<file path="src/rtl/coprocessor.sv">
// AXI4-Stream render coprocessor: collects a scene packet, then streams one IMG_W x IMG_H frame.
// Optional build macro COPROC_EARLY_TLAST_ABORT_EN discards packets whose tlast arrives early.
module coprocessor #(
    parameter int DATA_W        = 32,
    parameter int PAYLOAD_WORDS = 27,
    parameter int IMG_W         = 32,
    parameter int IMG_H         = 32
) (
    input  logic              aclk,
    input  logic              resetn,
    output logic              s_axis_tready,
    input  logic [DATA_W-1:0] s_axis_tdata,
    input  logic              s_axis_tlast,
    input  logic              s_axis_tvalid,
    output logic              m_axis_tvalid,
    output logic [DATA_W-1:0] m_axis_tdata,
    output logic              m_axis_tlast,
    input  logic              m_axis_tready
);

    localparam int NPIX  = IMG_W * IMG_H;
    localparam int IDX_W = (NPIX > 1) ? $clog2(NPIX) : 1;
    localparam int CNT_W = (PAYLOAD_WORDS > 1) ? $clog2(PAYLOAD_WORDS + 1) : 1;

    localparam logic [IDX_W-1:0] LAST_IDX = IDX_W'(NPIX - 1);
    localparam logic [CNT_W-1:0] LAST_CNT = CNT_W'(PAYLOAD_WORDS - 1);

    localparam logic [1:0] ST_RECV = 2'd0;
    localparam logic [1:0] ST_SEED = 2'd1;
    localparam logic [1:0] ST_SEND = 2'd2;

    // Stub renderer: pixel value is the packet checksum offset by the raster index.
    function automatic logic [DATA_W-1:0] pixel_of(input logic [DATA_W-1:0] seed,
                                                   input logic [IDX_W-1:0]  idx);
        return seed + DATA_W'(idx);
    endfunction

    logic [1:0]        state_q,    state_d;
    logic [CNT_W-1:0]  count_q,    count_d;
    logic [IDX_W-1:0]  idx_q,      idx_d;
    logic [DATA_W-1:0] seed_q,     seed_d;
    logic              s_tready_q, s_tready_d;
    logic              m_tvalid_q, m_tvalid_d;
    logic [DATA_W-1:0] m_tdata_q,  m_tdata_d;
    logic              m_tlast_q,  m_tlast_d;
    logic              cfg_we;
    logic [IDX_W-1:0]  idx_nxt;

    logic [DATA_W-1:0] cfg_mem_q [PAYLOAD_WORDS];

    assign s_axis_tready = s_tready_q;
    assign m_axis_tvalid = m_tvalid_q;
    assign m_axis_tdata  = m_tdata_q;
    assign m_axis_tlast  = m_tlast_q;

    always_comb begin
        state_d    = state_q;
        count_d    = count_q;
        idx_d      = idx_q;
        seed_d     = seed_q;
        s_tready_d = s_tready_q;
        m_tvalid_d = m_tvalid_q;
        m_tdata_d  = m_tdata_q;
        m_tlast_d  = m_tlast_q;
        cfg_we     = 1'b0;
        idx_nxt    = idx_q + 1'b1;

        case (state_q)
            ST_RECV: begin
                s_tready_d = 1'b1;
                if (s_axis_tvalid && s_tready_q) begin
                    cfg_we  = 1'b1;
                    seed_d  = seed_q + s_axis_tdata;
                    count_d = count_q + 1'b1;
                    if (count_q == LAST_CNT) begin
                        state_d    = ST_SEED;
                        s_tready_d = 1'b0;
                    end
`ifdef COPROC_EARLY_TLAST_ABORT_EN
                    else if (s_axis_tlast) begin
                        count_d = '0;
                        seed_d  = '0;
                    end
`endif
                end
            end
            ST_SEED: begin
                m_tdata_d  = seed_q;
                m_tvalid_d = 1'b1;
                idx_d      = '0;
                m_tlast_d  = (NPIX == 1);
                state_d    = ST_SEND;
            end
            ST_SEND: begin
                if (m_axis_tready && m_tvalid_q) begin
                    if (idx_q == LAST_IDX) begin
                        m_tvalid_d = 1'b0;
                        m_tlast_d  = 1'b0;
                        seed_d     = '0;
                        count_d    = '0;
                        s_tready_d = 1'b1;
                        state_d    = ST_RECV;
                    end else begin
                        idx_d     = idx_nxt;
                        m_tdata_d = pixel_of(seed_q, idx_nxt);
                        m_tlast_d = (idx_nxt == LAST_IDX);
                    end
                end
            end
            default: state_d = ST_RECV;
        endcase
    end

    always_ff @(posedge aclk or negedge resetn) begin
        if (!resetn) begin
            state_q    <= ST_RECV;
            count_q    <= '0;
            idx_q      <= '0;
            seed_q     <= '0;
            s_tready_q <= 1'b0;
            m_tvalid_q <= 1'b0;
            m_tdata_q  <= '0;
            m_tlast_q  <= 1'b0;
        end else begin
            state_q    <= state_d;
            count_q    <= count_d;
            idx_q      <= idx_d;
            seed_q     <= seed_d;
            s_tready_q <= s_tready_d;
            m_tvalid_q <= m_tvalid_d;
            m_tdata_q  <= m_tdata_d;
            m_tlast_q  <= m_tlast_d;
        end
    end

    // Scene words are held for the future renderer; no reset needed on pure storage.
    always_ff @(posedge aclk) begin
        if (cfg_we) cfg_mem_q[count_q] <= s_axis_tdata;
    end

    // Nothing consumes the stored scene or tlast yet in the stub renderer.
    logic unused_cfg;
    always_comb begin
        unused_cfg = s_axis_tlast;
        for (int i = 0; i < PAYLOAD_WORDS; i++) unused_cfg = unused_cfg ^ (^cfg_mem_q[i]);
    end

endmodule

</file>
<file path="config.mk">
export PLATFORM = sky130hd
export DESIGN_NAME = coprocessor
export DESIGN_NICKNAME = d
export VERILOG_FILES = /design/src/rtl/coprocessor.sv
export SDC_FILE = /design/constraint.sdc
export NUM_CORES = 1
export LEC_CHECK = 0
export ABC_CLOCK_PERIOD_IN_PS = 3350
export CAP_MARGIN = 20
export CORE_MARGIN = 2
export CORE_UTILIZATION = 57
export CTS_BUF_LIST = sky130_fd_sc_hd__clkbuf_8 sky130_fd_sc_hd__clkbuf_16
export CTS_CLUSTER_SIZE = 20
export DETAILED_ROUTE_END_ITERATION = 12
export GPL_TIMING_DRIVEN = 1
export PLACE_DENSITY = 0.81
export SETUP_SLACK_MARGIN = 0.15
export SLEW_MARGIN = 20
export SYNTH_ARGS = -nofsm -noshare
export SYNTH_HDL_FRONTEND = slang
export SYNTH_SLANG_ARGS = --single-unit
</file>
<file path="constraint.sdc">
create_clock -name aclk -period 3.35 [get_ports aclk]
set_input_delay 0.67 -clock aclk [delete_from_list [all_inputs] [get_ports aclk]]
set_output_delay 0.67 -clock aclk [all_outputs]
set_load 0.03 [all_outputs]
</file>
# After elaboration in Yosys (flattened, before gate mapping)
# Cells that the tools add are included.
[word_totals] regBits=84 latchBits=0 ram_bits=0 romBits=0 word_cells=63 n_memories=0
[classes] n_addsub=4 n_mul=0 n_div=0 n_lt_le_gt_ge=0 eq_ne=10 n_shift=0 mux=30 bitwise_logic=0 n_reduce_logical=11
[op_table] op="two-way mux 32 bit" count=5
[op_table] op="one-hot mux 32 bit (2 select lines)" count=2
[op_table] op="adder 32 x 10 -> 32 bit" count=1
[op_table] op="adder 32 bit" count=1
[op_table] op="== test 10 bit, second input constant" count=2
[op_table] op="two-way mux 10 bit" count=2
[op_table] op="one-hot mux 10 bit (2 select lines)" count=1
[op_table] op="two-way mux 5 bit" count=3
[op_table] op="adder 10 x 1 -> 10 bit, second input constant" count=1
[op_table] op="inequality test 2 bit, second input constant" count=5
[op_table] op="one-hot mux 5 bit (2 select lines)" count=1
[op_table] op="AND reduction 3 bit" count=3
[op_table] op="two-way mux 1 bit" count=8
[op_table] op="two-way mux 2 bit" count=4
[op_table] op="AND reduction 4 bit" count=2
[op_table] op="one-hot mux 1 bit (2 select lines)" count=3
[op_table] op="one-hot mux 2 bit (3 select lines)" count=1
[op_table] op="adder 5 x 1 -> 5 bit, second input constant" count=1
[op_table] op="== test 5 bit, second input constant" count=1
[op_table] op="nonzero test 2 bit" count=2
[op_table] op="== test 2 x 1 -> 1 bit, second input constant" count=1
[op_table] op="== test 2 bit, second input constant" count=1
[op_table] op="logical AND 1 bit" count=2
[op_table] op="zero test 2 bit" count=1
[op_table] op="AND reduction 2 bit" count=1

# Logic depth before layout (Yosys ltp)
# Gate-level depths: netlist of run 1.
[logic_depth] ltp_word=5 ltp_mapped=14 ltp_nobuf=13

# Least setup slack after synthesis of run 1
# Ideal clock, no wire load.
[synth_path] path_kind="input to register" startpoint="input port s_axis_tdata[0]" endpoint="register seed_q[28]" setup_ps=130 arrival_time_ps=2945 t_required_ps=3220 slack_ps=275 path_stages=11 n_path_buf=0 path_cell_list="ha_1 > fa_1 > a21oi_2 > o211ai_2 > a2111oi_2 > nor2_2 > a311o_1 > a31o_1 > a21oi_2 > xor2_1 > o21ai_1"
[synth_between] elab_chain_cells=3
[synth_lines] item="start, declared" line_no="12" text="input logic [DATA_W-1:0] s_axis_tdata,"
[synth_lines] item="adder 32 bit" line_no="73" text="seed_d = seed_q + s_axis_tdata;"
[synth_lines] item="two-way mux 32 bit" line_no="71" text="if (s_axis_tvalid && s_tready_q) begin"
[synth_lines] item="one-hot mux 32 bit (2 select lines)" line_no="68" text="case (state_q)"
[synth_lines] item="end signal, assigned" line_no="119" text="seed_q <= '0;"
[synth_lines] item="end signal, assigned" line_no="128" text="seed_q <= seed_d;"
[synth_lines] item="end, declared" line_no="41" text="logic [DATA_W-1:0] seed_q, seed_d;"
# No other way between the ends. The select of a mux whose other input is x is not followed.
# A chain may end at the register's enable or synchronous reset.

# Final worst setup path of run 1
[layout_path] startpoint="input port s_axis_tdata[1]" endpoint="register seed_q[31]"
# Same word-level chain as after synthesis.

==> results.tsv, run 1 <==
metric	value	unit
h-tree-depth	3	
drc	0	
power_frac_clock	0.100	
synth_edf_count	0	
p_switching	3360	µW
rsz0062_at_grt	false	
worst_slew_pin_slew	0.773	ns
dp_hpwl	11300	µm
initial_utilization	0.579	
antenna_found_initial	0	
finalHoldViolCount	0	
holdWs	0.323	ns
worstSetupEndpointType	flip-flop	
die_w	106	µm
status	completed	
wl	14800	µm
fin_crit	3.06	ns
p_int	3680	µW
coreArea	0.0102	mm²
rr_worst_depth	13	
p_per_area	981	mW/mm²
fp.dieH	106	µm
cts_buffers	9	
synth_flop_cell	dfrtp_1	
crit_chain	clkdlybuf4s50_1 > ha_1 > a21o_1 > and4_1 > o21a_1 > nor3b_2 > o31a_1 > o21ai_1 > a31oi_1 > buf_4 > o22a_1 > nor3_1	
syn_to_final_growth	21.7	%
finalClockSkew	0.00800	ns
switching_share	0.477	
synth_seq_area_share	0.356	
cap_violations	0	
port_buffers	70	
power_leakage	0.00328	µW
grt_pass1_vias	5218	
viasPerCell	5.88	
routabilityCongestion	0.927	
overflow	0	
drive_gt1_frac	0.103	
reg2reg_slack	0.29	ns
tns	0	ns
cts_tree	done	
yosysWarningCount	0	
worstPathRequired	3.62	ns
layout_common_cells	103 x nand2_1, 83 x dfrtp_1, 68 x clkdlybuf4s50_1	
dr.pass1.iters	5	
fillers	793	
ys_seq_elements	84	
vias	5366	
synth_cell_types	59	
clock_latency	0.36	ns
setup_viol	0	
crit_type	in -> reg	
p_comb_frac	0.629	
slew_headroom	0.484	
rr_startpoint	idx_q[1]	
clk_pin_slew	0.08	ns
hp-class	in -> async	
p_seq_frac	0.270	
finalPower	7040	µW
r2r_end	m_axis_tdata[16]	
syn_area	0.00590	mm²
grt_max_degree	85	
nets	860	
ios	72	
cts_sinks	84	
setup.worst_path.start	s_axis_tdata[1]	
clock_path_buffers	2	
syn_nets	769	
timing.fmax	0.327	GHz
post_drt_wl_per_cell	16.2	µm
postSynthCellCount	681	
antenna_cells	0	
synthArstFlopShare	1.00	
slew_viol_final	0	
slowest_delay	0.45	ns
cp_max_fo	3	
die-area	0.0112	mm²
critPathSlowestCell	clkdlybuf4s50_1	
row_count	37	
grt_pass1_wl	24000	µm
worstPathArrival	3.33	ns
cts-root-buf	clkbuf_8	
start_kind	input port	
peakVddDrop	0.000440	V
drt_iter0_drc	331	
ant_nets	0	
final_common_cell	nand2_1	
grtUsageTotal	0.268	
cts_hold_buf	0	
postSynthAreaPerCell	8.66	µm²
period_share	0.914	
==> power groups by stage <==
stage	Sequential [µW]	Clock (µW)	Combinational [µW]
2_1_floorplan	2090	0	2690
5_1_grt	1950	758	4890
4_1_cts	1890	709	4350
6_report	1900	705	4430
3_3_place_gp	1880	0	4170
3_5_place_dp	1910	0	4310
==> critical path, delay by kind of cell <==
kind	cells	cell delay, ns
compound gates	6	1.26
fa+ha+maj	1	0.29
buf+inv	2	0.62
simple gates	3	0.49
==> logic make-up (layout without fill, tap and decap cells) <==
group	after synthesis	in the layout	synth area share
flip-flops	84	84	0.356
multiplexers	10	10	0.0174
adder cells (fa/ha/maj)	51	51	0.111
XOR/XNOR	64	64	0.0951
AO/OA/AOI/OAI	211	211	0.220
buffers and inverters	48	143	0.0320
AND/OR/NAND/NOR	213	213	0.169
==> cell type report <==
class                      instances  area [µm²]  area share
inverter                          23        86.3      0.0120
sequential                        84        2100       0.293
clock inverter                     6        57.6     0.00802
multi-input combinational        549        3670       0.511
clock buffer                       9         124      0.0173
tap                              136         170      0.0237
timing repair buffer             105         967       0.135
==> state kept, by name, summed over array words and instances, names as in the netlist <==
signal         flops
count_q            5
idx_q             10
m_axis_tdata      32
m_axis_tlast       1
m_axis_tvalid      1
s_axis_tready      1
seed_q            32
state_q            2
==> cells in the mapped netlist (2+ instances only) <==
cell | number | area [µm²]
nand2_1 | 103 | 387
dfrtp_1 | 84 | 2100
o21ai_0 | 58 | 290
a21oi_1 | 54 | 270
ha_1 | 49 | 613
xor2_1 | 42 | 368
o21ai_1 | 30 | 150
nand3_1 | 29 | 145
nor2_1 | 23 | 86.3
inv_1 | 22 | 82.6
xnor2_1 | 22 | 193
clkbuf_1 | 21 | 78.8
a21o_1 | 18 | 135
and3_1 | 11 | 68.8
nand4_1 | 11 | 68.8
nor3_1 | 10 | 50.1
a22o_1 | 8 | 70.1
mux2i_1 | 8 | 80.1
a31oi_1 | 5 | 31.3
nor2b_1 | 5 | 31.3
o21bai_1 | 5 | 37.5
a21oi_2 | 4 | 35.0
and4_1 | 4 | 35.0
a211oi_1 | 3 | 22.5
and2_1 | 3 | 18.8
or2_2 | 3 | 18.8
a311o_1 | 2 | 20.0
a31o_1 | 2 | 17.5
and3_4 | 2 | 22.5
buf_1 | 2 | 7.51
fa_1 | 2 | 40.0
mux2_2 | 2 | 22.5
nand2b_1 | 2 | 12.5
nor3b_1 | 2 | 15.0
o21a_1 | 2 | 15.0
o221ai_1 | 2 | 17.5
o31a_1 | 2 | 17.5
o31ai_1 | 2 | 15.0
or3_1 | 2 | 12.5
==> metrics by stage <==
step           setup WS [ns]  std cells  cell area [µm²]   util
6_report               0.288        912             7180  0.705
5_1_grt                0.137        912             7180  0.705
4_1_cts                0.177        908             7100  0.697
3_5_place_dp          -0.324        893             6900  0.678
3_3_place_gp          -0.332        893             6900  0.678
2_1_floorplan          0.275        681             5900      -
==> repair_timing <==
item / CTS / global route
endpoints found under the setup margin: 2 / 12
setup buffers: 0 / 4
pin swaps: 0 / 12
gates resized for setup: 2 / 11
==> worst max-delay path by stage <==
stage / depth (start not counted) / slack (ns) / endpoint
5_1_grt: 13 / 0.14 / m_axis_tdata[21]
2_1_floorplan: 11 / 0.27 / seed_q[28]
3_3_place_gp: 12 / -0.33 / seed_q[30]
3_5_place_dp: 12 / -0.32 / seed_q[28]
4_1_cts: 12 / 0.18 / seed_q[28]
6_report: 12 / 0.29 / seed_q[31]
==> per-layer routing <==
| metal | track usage | vias up | wire length (µm) |
|---|---|---|---|
| met5 | 0 | - | 0 |
| met4 | 0.0996 | 0 | 365 |
| met3 | 0.0353 | 34 | 840 |
| met2 | 0.452 | 195 | 7180 |
| met1 | 0.353 | 2534 | 6430 |
| li1 | - | 2603 | - |
(Power assumes the default switching activity.)
==> run 2, diff against run 1 <==
--- a/config.mk
+++ b/config.mk
@@ -5,7 +5,6 @@
 export SDC_FILE = /design/constraint.sdc
 export NUM_CORES = 1
 export LEC_CHECK = 0
-export ABC_CLOCK_PERIOD_IN_PS = 3350
 export CAP_MARGIN = 20
 export CORE_MARGIN = 2
 export CORE_UTILIZATION = 57
==> results of run 2 <==
No change in the layout: final DEF, timing and power equal those of run 1.
